[src/rtl/qspi_pkg.sv]
// Shared types and constants for the quad-SPI cache-line memory port.
package qspi_pkg;

    typedef enum logic [2:0] {
        ST_IDLE,
        ST_CMD,
        ST_ADDR,
        ST_DUMMY,
        ST_DATA,
        ST_GAP
    } state_e;

    localparam logic [7:0] CMD_QREAD    = 8'hEB;
    localparam logic [7:0] CMD_QWRITE   = 8'h38;
    localparam int         ADDR_NIBBLES = 6;

endpackage

[src/rtl/qspi_nibble_shift.sv]
// 16-bit nibble shifter: assembles read words from io_in and serialises write
// words MSB nibble first; a load takes priority over a shift.
module qspi_nibble_shift
    import qspi_pkg::*;
(
    input  logic        clk_i,
    input  logic        load_i,
    input  logic [15:0] load_val_i,
    input  logic        shift_i,
    input  logic [3:0]  nib_i,
    output logic [15:0] q_o
);

    logic [15:0] sh_q;

    always_ff @(posedge clk_i) begin
        if (load_i) begin
            sh_q <= load_val_i;
        end else if (shift_i) begin
            sh_q <= {sh_q[11:0], nib_i};
        end
    end

    assign q_o = sh_q;

endmodule

[src/rtl/qspi_line_ctrl.sv]
// Quad-SPI cache-line read/write port (CMD, ADDR, DUMMY, DATA, GAP).
// Define QSPI_WRITE_EN to build the write path; otherwise every request is a read.
module qspi_line_ctrl
    import qspi_pkg::*;
#(
    parameter int PA         = 24,
    parameter int LINE_WORDS = 4,
    parameter int DUMMY      = 4,
    parameter int CS_GAP     = 2
) (
    input  logic          clk,
    input  logic          reset,
    input  logic          req,
    input  logic          req_write,
    input  logic [PA-1:0] req_addr,
    output logic          req_ack,
    output logic          busy,
    output logic [15:0]   rdata,
    output logic          rdata_valid,
    input  logic [15:0]   wdata,
    output logic          wdata_ready,
    output logic          spi_sck,
    output logic          spi_cs_n,
    output logic [3:0]    spi_io_out,
    output logic [3:0]    spi_io_oe,
    input  logic [3:0]    spi_io_in
);

    localparam int            OFS_W      = $clog2(LINE_WORDS * 2);
    localparam logic [PA-1:0] ALIGN_MASK = {PA{1'b1}} << OFS_W;
    localparam int            WW         = (LINE_WORDS > 1) ? $clog2(LINE_WORDS) : 1;
    localparam int            CW         = 8;
    localparam logic [WW-1:0] LAST_WORD  = WW'(LINE_WORDS - 1);
    localparam logic [CW-1:0] LAST_ADDR  = CW'(ADDR_NIBBLES - 1);
    localparam logic [CW-1:0] LAST_DUMMY = CW'(DUMMY - 1);
    localparam logic [CW-1:0] LAST_GAP   = CW'(CS_GAP - 1);

    state_e        state_q, state_d;
    logic          half_q, half_d;
    logic [CW-1:0] nib_q, nib_d;
    logic [WW-1:0] word_q, word_d;
    logic [PA-1:0] addr_q, addr_d;
    logic          wr_q, wr_d;
    logic [15:0]   rdata_q, rdata_d;
    logic          rvalid_q, rvalid_d;
    logic          wrdy, sh_shift, active;
    logic [15:0]   sh_q;
    logic [7:0]    cmd_byte;
    logic [4:0]    addr_sh;
    logic [3:0]    addr_nib;

    always_ff @(posedge clk) begin
        if (reset) begin
            state_q  <= ST_IDLE;
            half_q   <= 1'b0;
            nib_q    <= '0;
            word_q   <= '0;
            rdata_q  <= '0;
            rvalid_q <= 1'b0;
        end else begin
            state_q  <= state_d;
            half_q   <= half_d;
            nib_q    <= nib_d;
            word_q   <= word_d;
            rdata_q  <= rdata_d;
            rvalid_q <= rvalid_d;
        end
    end

    always_ff @(posedge clk) begin
        addr_q <= addr_d;
    end

`ifdef QSPI_WRITE_EN
    always_ff @(posedge clk) begin
        if (reset) begin
            wr_q <= 1'b0;
        end else begin
            wr_q <= wr_d;
        end
    end
    assign wdata_ready = wrdy;
`else
    logic unused_wr;
    assign wr_q        = 1'b0;
    assign unused_wr   = wr_d;
    assign wdata_ready = 1'b0;
`endif

    // Write words go out low byte first, so swap bytes on load.
    qspi_nibble_shift u_shift (
        .clk_i      (clk),
        .load_i     (wrdy),
        .load_val_i ({wdata[7:0], wdata[15:8]}),
        .shift_i    (sh_shift),
        .nib_i      (spi_io_in),
        .q_o        (sh_q)
    );

    assign cmd_byte = wr_q ? CMD_QWRITE : CMD_QREAD;
    assign addr_sh  = 5'(4 * (int'(LAST_ADDR) - int'(nib_q)));
    assign addr_nib = 4'(addr_q >> addr_sh);

    always_comb begin
        state_d  = state_q;
        half_d   = half_q;
        nib_d    = nib_q;
        word_d   = word_q;
        addr_d   = addr_q;
        wr_d     = wr_q;
        rdata_d  = rdata_q;
        rvalid_d = 1'b0;
        wrdy     = 1'b0;
        sh_shift = 1'b0;
        case (state_q)
            ST_IDLE: begin
                if (req) begin
                    state_d = ST_CMD;
                    addr_d  = req_addr & ALIGN_MASK;
                    wr_d    = req_write;
                    half_d  = 1'b0;
                    nib_d   = '0;
                    word_d  = '0;
                end
            end
            ST_CMD: begin
                half_d = ~half_q;
                if (half_q) begin
                    if (nib_q == CW'(1)) begin
                        nib_d   = '0;
                        state_d = ST_ADDR;
                    end else begin
                        nib_d = nib_q + CW'(1);
                    end
                end
            end
            ST_ADDR: begin
                half_d = ~half_q;
                if (half_q) begin
                    if (nib_q == LAST_ADDR) begin
                        nib_d   = '0;
                        wrdy    = wr_q;
                        state_d = (wr_q || DUMMY == 0) ? ST_DATA : ST_DUMMY;
                    end else begin
                        nib_d = nib_q + CW'(1);
                    end
                end
            end
            ST_DUMMY: begin
                half_d = ~half_q;
                if (half_q) begin
                    if (nib_q == LAST_DUMMY) begin
                        nib_d   = '0;
                        state_d = ST_DATA;
                    end else begin
                        nib_d = nib_q + CW'(1);
                    end
                end
            end
            ST_DATA: begin
                half_d = ~half_q;
                if (half_q) begin
                    sh_shift = 1'b1;
                    if (nib_q == CW'(3)) begin
                        nib_d = '0;
                        if (!wr_q) begin
                            // Nibbles arrive lo[7:4], lo[3:0], hi[7:4], hi[3:0].
                            rvalid_d = 1'b1;
                            rdata_d  = {sh_q[3:0], spi_io_in, sh_q[11:4]};
                        end
                        if (word_q == LAST_WORD) begin
                            state_d = ST_GAP;
                        end else begin
                            word_d = word_q + WW'(1);
                            wrdy   = wr_q;
                        end
                    end else begin
                        nib_d = nib_q + CW'(1);
                    end
                end
            end
            ST_GAP: begin
                if (nib_q == LAST_GAP) begin
                    nib_d   = '0;
                    state_d = ST_IDLE;
                end else begin
                    nib_d = nib_q + CW'(1);
                end
            end
            default: state_d = ST_IDLE;
        endcase
    end

    always_comb begin
        active     = state_q inside {ST_CMD, ST_ADDR, ST_DUMMY, ST_DATA};
        spi_cs_n   = ~active;
        spi_sck    = active & half_q;
        spi_io_out = '0;
        spi_io_oe  = '0;
        case (state_q)
            ST_CMD: begin
                spi_io_oe  = 4'hF;
                spi_io_out = (nib_q == '0) ? cmd_byte[7:4] : cmd_byte[3:0];
            end
            ST_ADDR: begin
                spi_io_oe  = 4'hF;
                spi_io_out = addr_nib;
            end
            ST_DATA: begin
                if (wr_q) begin
                    spi_io_oe  = 4'hF;
                    spi_io_out = sh_q[15:12];
                end
            end
            default: ;
        endcase
        // The first GAP cycle is the completion cycle.
        req_ack = (state_q == ST_GAP) && (nib_q == '0);
        busy    = active | req_ack;
    end

    assign rdata       = rdata_q;
    assign rdata_valid = rvalid_q;

endmodule

[config.mk]
export PLATFORM = sky130hd
export DESIGN_NAME = qspi_line_ctrl
export DESIGN_NICKNAME = d
export VERILOG_FILES = /design/src/rtl/qspi_pkg.sv /design/src/rtl/qspi_nibble_shift.sv /design/src/rtl/qspi_line_ctrl.sv
export SDC_FILE = /design/constraint.sdc
export NUM_CORES = 1
export LEC_CHECK = 0
export BUFFER_PORTS_ARGS = -buffer_cell sky130_fd_sc_hd__buf_4
export CORE_ASPECT_RATIO = 0.8
export CORE_MARGIN = 10
export CORE_UTILIZATION = 46
export CTS_CLUSTER_SIZE = 30
export DETAILED_ROUTE_END_ITERATION = 16
export PLACE_DENSITY = 0.75
export SKIP_CTS_REPAIR_TIMING = 1
export SLEW_MARGIN = 0
export SYNTH_ARGS = -nofsm -noshare
export SYNTH_HDL_FRONTEND = slang
export SYNTH_SLANG_ARGS = --single-unit
export TNS_END_PERCENT = 1
[constraint.sdc]
create_clock -name clk -period 2.74 [get_ports clk]
set_input_delay 0.411 -clock clk [delete_from_list [all_inputs] [get_ports clk]]
set_output_delay 0.411 -clock clk [all_outputs]
set_load 0.03 [all_outputs]
## Yosys cells after proc, flatten, opt, wreduce, memory -nomap -nowiden

Index checks and enable logic that the tools add are counted.

| operators by class | value |
|---|---|
| add/sub/neg operators | 3 |
| eq/ne operators | 22 |
| shift-type cells | 1 |
| mux-type cells | 33 |
| bitwise gates (word level) | 5 |
| reduce and logical (&&, ||, !) cells | 17 |

Operators with widths:

| cell | number |
|---|---|
| 8-bit 2-to-1 mux | 7 |
| 8-bit case mux with 5 select lines | 1 |
| 3-bit 2-to-1 mux | 12 |
| 2-bit != test, second input constant | 12 |
| 24-bit by 5-bit right shift with 4-bit output | 1 |
| 3-bit case mux with 6 select lines | 1 |
| 11-bit AND reduction | 1 |
| 5-bit AND reduction | 2 |
| 8-bit by 1-bit adder with 8-bit output, second input constant | 1 |
| 8-bit by 1-bit == test with 1-bit output, second input constant | 1 |
| 8-bit by 2-bit == test with 1-bit output, second input constant | 1 |
| 8-bit by 3-bit == test with 1-bit output, second input constant | 1 |
| 8-bit zero test | 1 |
| 2-bit 2-to-1 mux | 4 |
| 4-bit case mux with 2 select lines | 1 |
| 3-bit by 2-bit == test with 1-bit output, second input constant | 2 |
| 3-bit == test, second input constant | 2 |
| 5-bit nonzero test | 1 |
| 1-bit 2-to-1 mux | 4 |
| 4-bit 2-to-1 mux | 1 |
| 2-bit case mux with 2 select lines | 1 |
| 2-bit AND reduction | 2 |
| 2-bit nonzero test | 2 |
| 4-bit nonzero test | 1 |
| other kinds (15) | 18 |

| storage, ports and cells | value |
|---|---|
| flip-flop bits (word level) | 64 |
| bits of input ports | 48 |
| output and inout bits | 30 |
| logic and storage cells | 89 |

## Logic depth before layout (Yosys ltp)

| depth | value |
|---|---|
| word-level depth | 5 |
| depth in mapped cells | 9 |
| depth with buffers taken out | 7 |

## Modules after synthesis

From an unflattened synthesis, not the netlist that was laid out.

| unflattened totals | value |
|---|---|
| cell total of the unflattened synthesis | 297 |
| area total of the unflattened synthesis | 3214.3 µm² |

Modules (own cells, without submodules):

| module | times used | cells an instance | area each (µm²) | sequential area each (µm²) |
|---|---|---|---|---|
| qspi_line_ctrl | 1 | 262 | 2482.4 | 1251.2 |
| qspi_nibble_shift | 1 | 35 | 732.0 | 480.5 |

## Worst setup path after synthesis

OpenSTA, ideal clock, no wires.

| timing | value |
|---|---|
| path kind | register to register |
| start | register state_q[1] |
| end | register word_q[1] |
| library setup time | 70 ps |
| arrival time | 2748 ps |
| required time | 2670 ps |
| slack | -78 ps |
| stages on the path, launching flop included | 8 |
| buffers on the path | 2 |
| period minus slack after synthesis | 2818 ps |
| path through | dfxtp_1 -> buf_2 -> nor4bb_1 -> nand4bb_1 -> clkbuf_1 -> a2bb2oi_1 -> nand4b_1 -> a21oi_1 |

| on the way | value |
|---|---|
| word-level cells in the longest chain between the ends | 3 |
| elaborated cells on any way between the ends | 9 |
| classes of those cells | eq/ne (5); mux (1); reduce/logical (3) |

Ends and longest elaborated chain:

| item | line | RTL |
|---|---|---|
| start: declaration | qspi_line_ctrl.sv:38 | `state_e state_q, state_d;` |
| start signal: assignment | qspi_line_ctrl.sv:61 | `state_q <= state_d;` |
| 3-bit == test or 3-bit zero test (tied branches) | qspi_line_ctrl.sv:115 | `case (state_q)` |
| 2-bit != test (no line) or 2-bit nonzero test (tied branches) | - |  |
| 5-bit AND reduction (no line) | - |  |
| end signal: assignment | qspi_line_ctrl.sv:64 | `word_q <= word_d;` |
| end: declaration | qspi_line_ctrl.sv:41 | `logic [WW-1:0] word_q, word_d;` |

Several ways; a longest one is shown, not always the timed one.
A chain may end at the register's enable or synchronous reset.

## Final worst setup path

| timing | value |
|---|---|
| start | register nib_q[3] |
| end | output port busy |

| on the way | value |
|---|---|
| word-level cells in the longest chain between the ends | 3 |

Ends and longest elaborated chain:

| item | line | RTL |
|---|---|---|
| start: declaration | qspi_line_ctrl.sv:40 | `logic [CW-1:0] nib_q, nib_d;` |
| start signal: assignment | qspi_line_ctrl.sv:63 | `nib_q <= nib_d;` |
| 8-bit zero test | qspi_line_ctrl.sv:218 | `req_ack = (state_q == ST_GAP) && (nib_q == '0);` |
| 1-bit logical AND | qspi_line_ctrl.sv:218 |  |
| 1-bit OR | qspi_line_ctrl.sv:219 | `busy = active \| req_ack;` |
| end: declaration | qspi_line_ctrl.sv:17 | `output logic busy,` |

Every way passes these cells.

==> metrics.txt <==
status=complete, no violations; critical path startpoint category=register; number of register bits inferred by synthesis=64; TritonCTS clock tree=built; area used by multi-input combinational logic=1060 um2; warnings from Yosys=0; count of flip-flops with a built-in enable after synthesis=33; total DRC errors in the routed layout=0; worst setup slack for register-to-register paths=0.37 ns; htree depth=3; end-of-flow core utilization=58.7%; worst hold-check slack=0.239 ns; sort of element at the end of the critical path=output pin; sequential fraction of the synthesis area=57.7%; Post-synth top flop=sky130_fd_sc_hd__edfxtp_1; first-pass GRT wire length=10.1 mm; row cnt=25; number of antenna violations at the first check in global routing=0; arrival time of the worst setup path=2.21 ns; Overflow after GRT=0; post-detailed-route count of antenna-violating nets=0; total of buffers placed on input and output ports=56; nets@finish=378; final cell count without fillers=411; LEAKAGE=1.31 nW; wire length reported by the detailed router=6.15 mm; die height=89.7 um; cell type contributing the most total cell area after synthesis=sky130_fd_sc_hd__edfxtp_1; top cells by count, synth=48 x sky130_fd_sc_hd__nand2_1, 33 x sky130_fd_sc_hd__edfxtp_1, 31 x sky130_fd_sc_hd__dfxtp_1; via count of the routed design=2171; Sequential cell area=1610 um2; most frequent cell after synthesis=sky130_fd_sc_hd__nand2_1; total routing usage reported by global routing=13.2%; core outline area=5910 um2; clock buffer depth=2; number of pins exceeding their max-slew limit in the final report=0; ratio of cells with drive above 1 in the final layout=28.5%; HPWL after detailed placement=4.42 mm; final period utilization=95.8%; unrepaired setup endpoints after global routing=true; number of global-route vias before repair=2083; transition time of the tightest slew-check pin=0.654 ns; starting utilization of the core area=47.3%; fill cell count=507; number of cells traversed by the worst register-to-register path=6; Max Clk Rate=381 MHz; # placed instances=395; Post-Syn Area per Cell=10.4 um2; top fanout value on the critical path=6; proportion of synthesized flip-flops having asynchronous set or reset=0%; GPL Wtd Cong=0.818; endpoints failing hold=0; pin count of the biggest net entering global routing=28; initial detailed-routing violation count=99; overall die area=9610 um2; Slew Limit Headroom=55.8%; clock skew after layout=0.00750 ns; routed wire length per instance=15.0 um; start point of the worst min-delay path=req_addr[10]; Reg-to-Reg Start=nib_q[0]; area growth from synthesis to layout=24.1%; synthesized cell area=2800 um2; Min Clock Period, post-route=2.63 ns; number of nets in the synthesized netlist=321; number of max-cap violations=0; area share of the largest cell type after synthesis=35.5%; critical path class=reg2out; worst hold-check path type=in2reg; total inserted antenna cells=0; total CTS buffers=9; Hold Path Sink=addr_q[10]; end of the worst register-to-register path=nib_q[7]; worst skew pair latency=0.34 ns; Unique masters post-synth=53; io pins=78; drt via density=5.28; Horiz. Die Dim=107 um; Area contributors post-synth=sky130_fd_sc_hd__edfxtp_1 35%, sky130_fd_sc_hd__dfxtp_1 22%, sky130_fd_sc_hd__nand2_1 6.4%; clk root buf=sky130_fd_sc_hd__clkbuf_8; placement-stage worst setup slack=0.324 ns; hold path depth=1; min setup slack post-route=0.114 ns; maximum vdd ir drop=0.000628 V; sink count of the clock tree=64; power per cell area=806 nW/um2; Data required, critical path=2.33 ns; final setup vio count=0; clock-pin slew on the worst setup and hold paths=0.07 ns; router iterations before antenna repair=4; number of instances in the synthesized netlist=268
==> power by group <==
part	switching [mW]	total, mW	internal, mW
combinational	0.570	0.913	0.344
clock	0.346	0.695	0.348
sequential	0.0613	1.19	1.12
total	0.977	2.79	1.82
==> critical path, stage by stage (launching register included) <==
cell and delay (ns):
sky130_fd_sc_hd__dfxtp_2 0.34, sky130_fd_sc_hd__or4_4 0.54, sky130_fd_sc_hd__or2_4 0.27, sky130_fd_sc_hd__nor3b_2 0.16, sky130_fd_sc_hd__buf_4 0.15, sky130_fd_sc_hd__o21bai_1 0.06
sky130_fd_sc_hd__a21oi_1 0.16, sky130_fd_sc_hd__buf_4 0.19
==> layout by cell type (no fill, tap or decap), drive strengths merged, types with 3 or more instances in the layout <==
cell type  instances
nand4              5
nand2             48
ha                 5
nor2b              4
a22o               3
mux2i              3
o311ai             4
edfxtp            33
buf               65
a21oi             27
o21ai              8
dfxtp             31
clkinv             4
or3                3
clkbuf            12
inv                8
nand3              7
mux2               4
nand2b             3
nor2              16
==> worst max path at each step <==
| stage | cells past startpoint | slack, ns | endpoint | from |
|---|---|---|---|---|
| final | 7 | 0.11 | busy | nib_q[3] |
| after global routing | 7 | -0.01 | busy | nib_q[3] |
| after CTS | 7 | -0.02 | busy | nib_q[3] |
| after detailed placement | 6 | 0.32 | nib_q[7] | nib_q[0] |
| after global placement | 7 | 0.37 | busy | nib_q[3] |
| after floorplan | 5 | 0.29 | busy | nib_q[3] |
==> sequential cells by signal, summed over array words and instances, names as in the netlist <==
| name | flops |
|---|---|
| state_q | 3 |
| half_q | 1 |
| rdata | 16 |
| rdata_valid | 1 |
| word_q | 2 |
| u_shift.q_o | 12 |
| nib_q | 8 |
| addr_q | 21 |
==> cell type report <==
cell class | count | area share, %
Clock buffer | 12 | 4.18
Inverter | 9 | 0.974
Clock inverter | 4 | 0.649
Tap cell | 81 | 2.92
Sequential cell | 64 | 46.5
Timing Repair Buffer | 65 | 14.1
Multi-Input combinational cell | 176 | 30.7
==> cells by family after synthesis <==
group | synth area share (%)
and+or+nand+nor | 17.8
DFF | 57.7
AOI/OAI and AO/OA | 13.9
buffers and inverters | 4.83
muxes | 3.49
adders and majority gates | 2.24
other | 0.134
==> routing by layer <==
metal	up-vias	share of wire, %	GRT usage, %
met5	-	0	0
met4	0	0.94	5.63
met3	6	6.2	5.06
met2	56	49	20.3
met1	1028	44	15.9
li1	1081	-	-
==> metrics by stage <==
step           cell area [um2]  total power [mW]  setup TNS [ns]
2_1_floorplan             2800              1.86               0
3_3_place_gp              3290              2.10               0
3_5_place_dp              3290              2.12               0
4_1_cts                   3460              2.82         -0.0223
5_1_grt                   3470              2.95         -0.0141
6_report                  3470              2.79               0
Note: power is estimated with default switching activity, not from simulation.
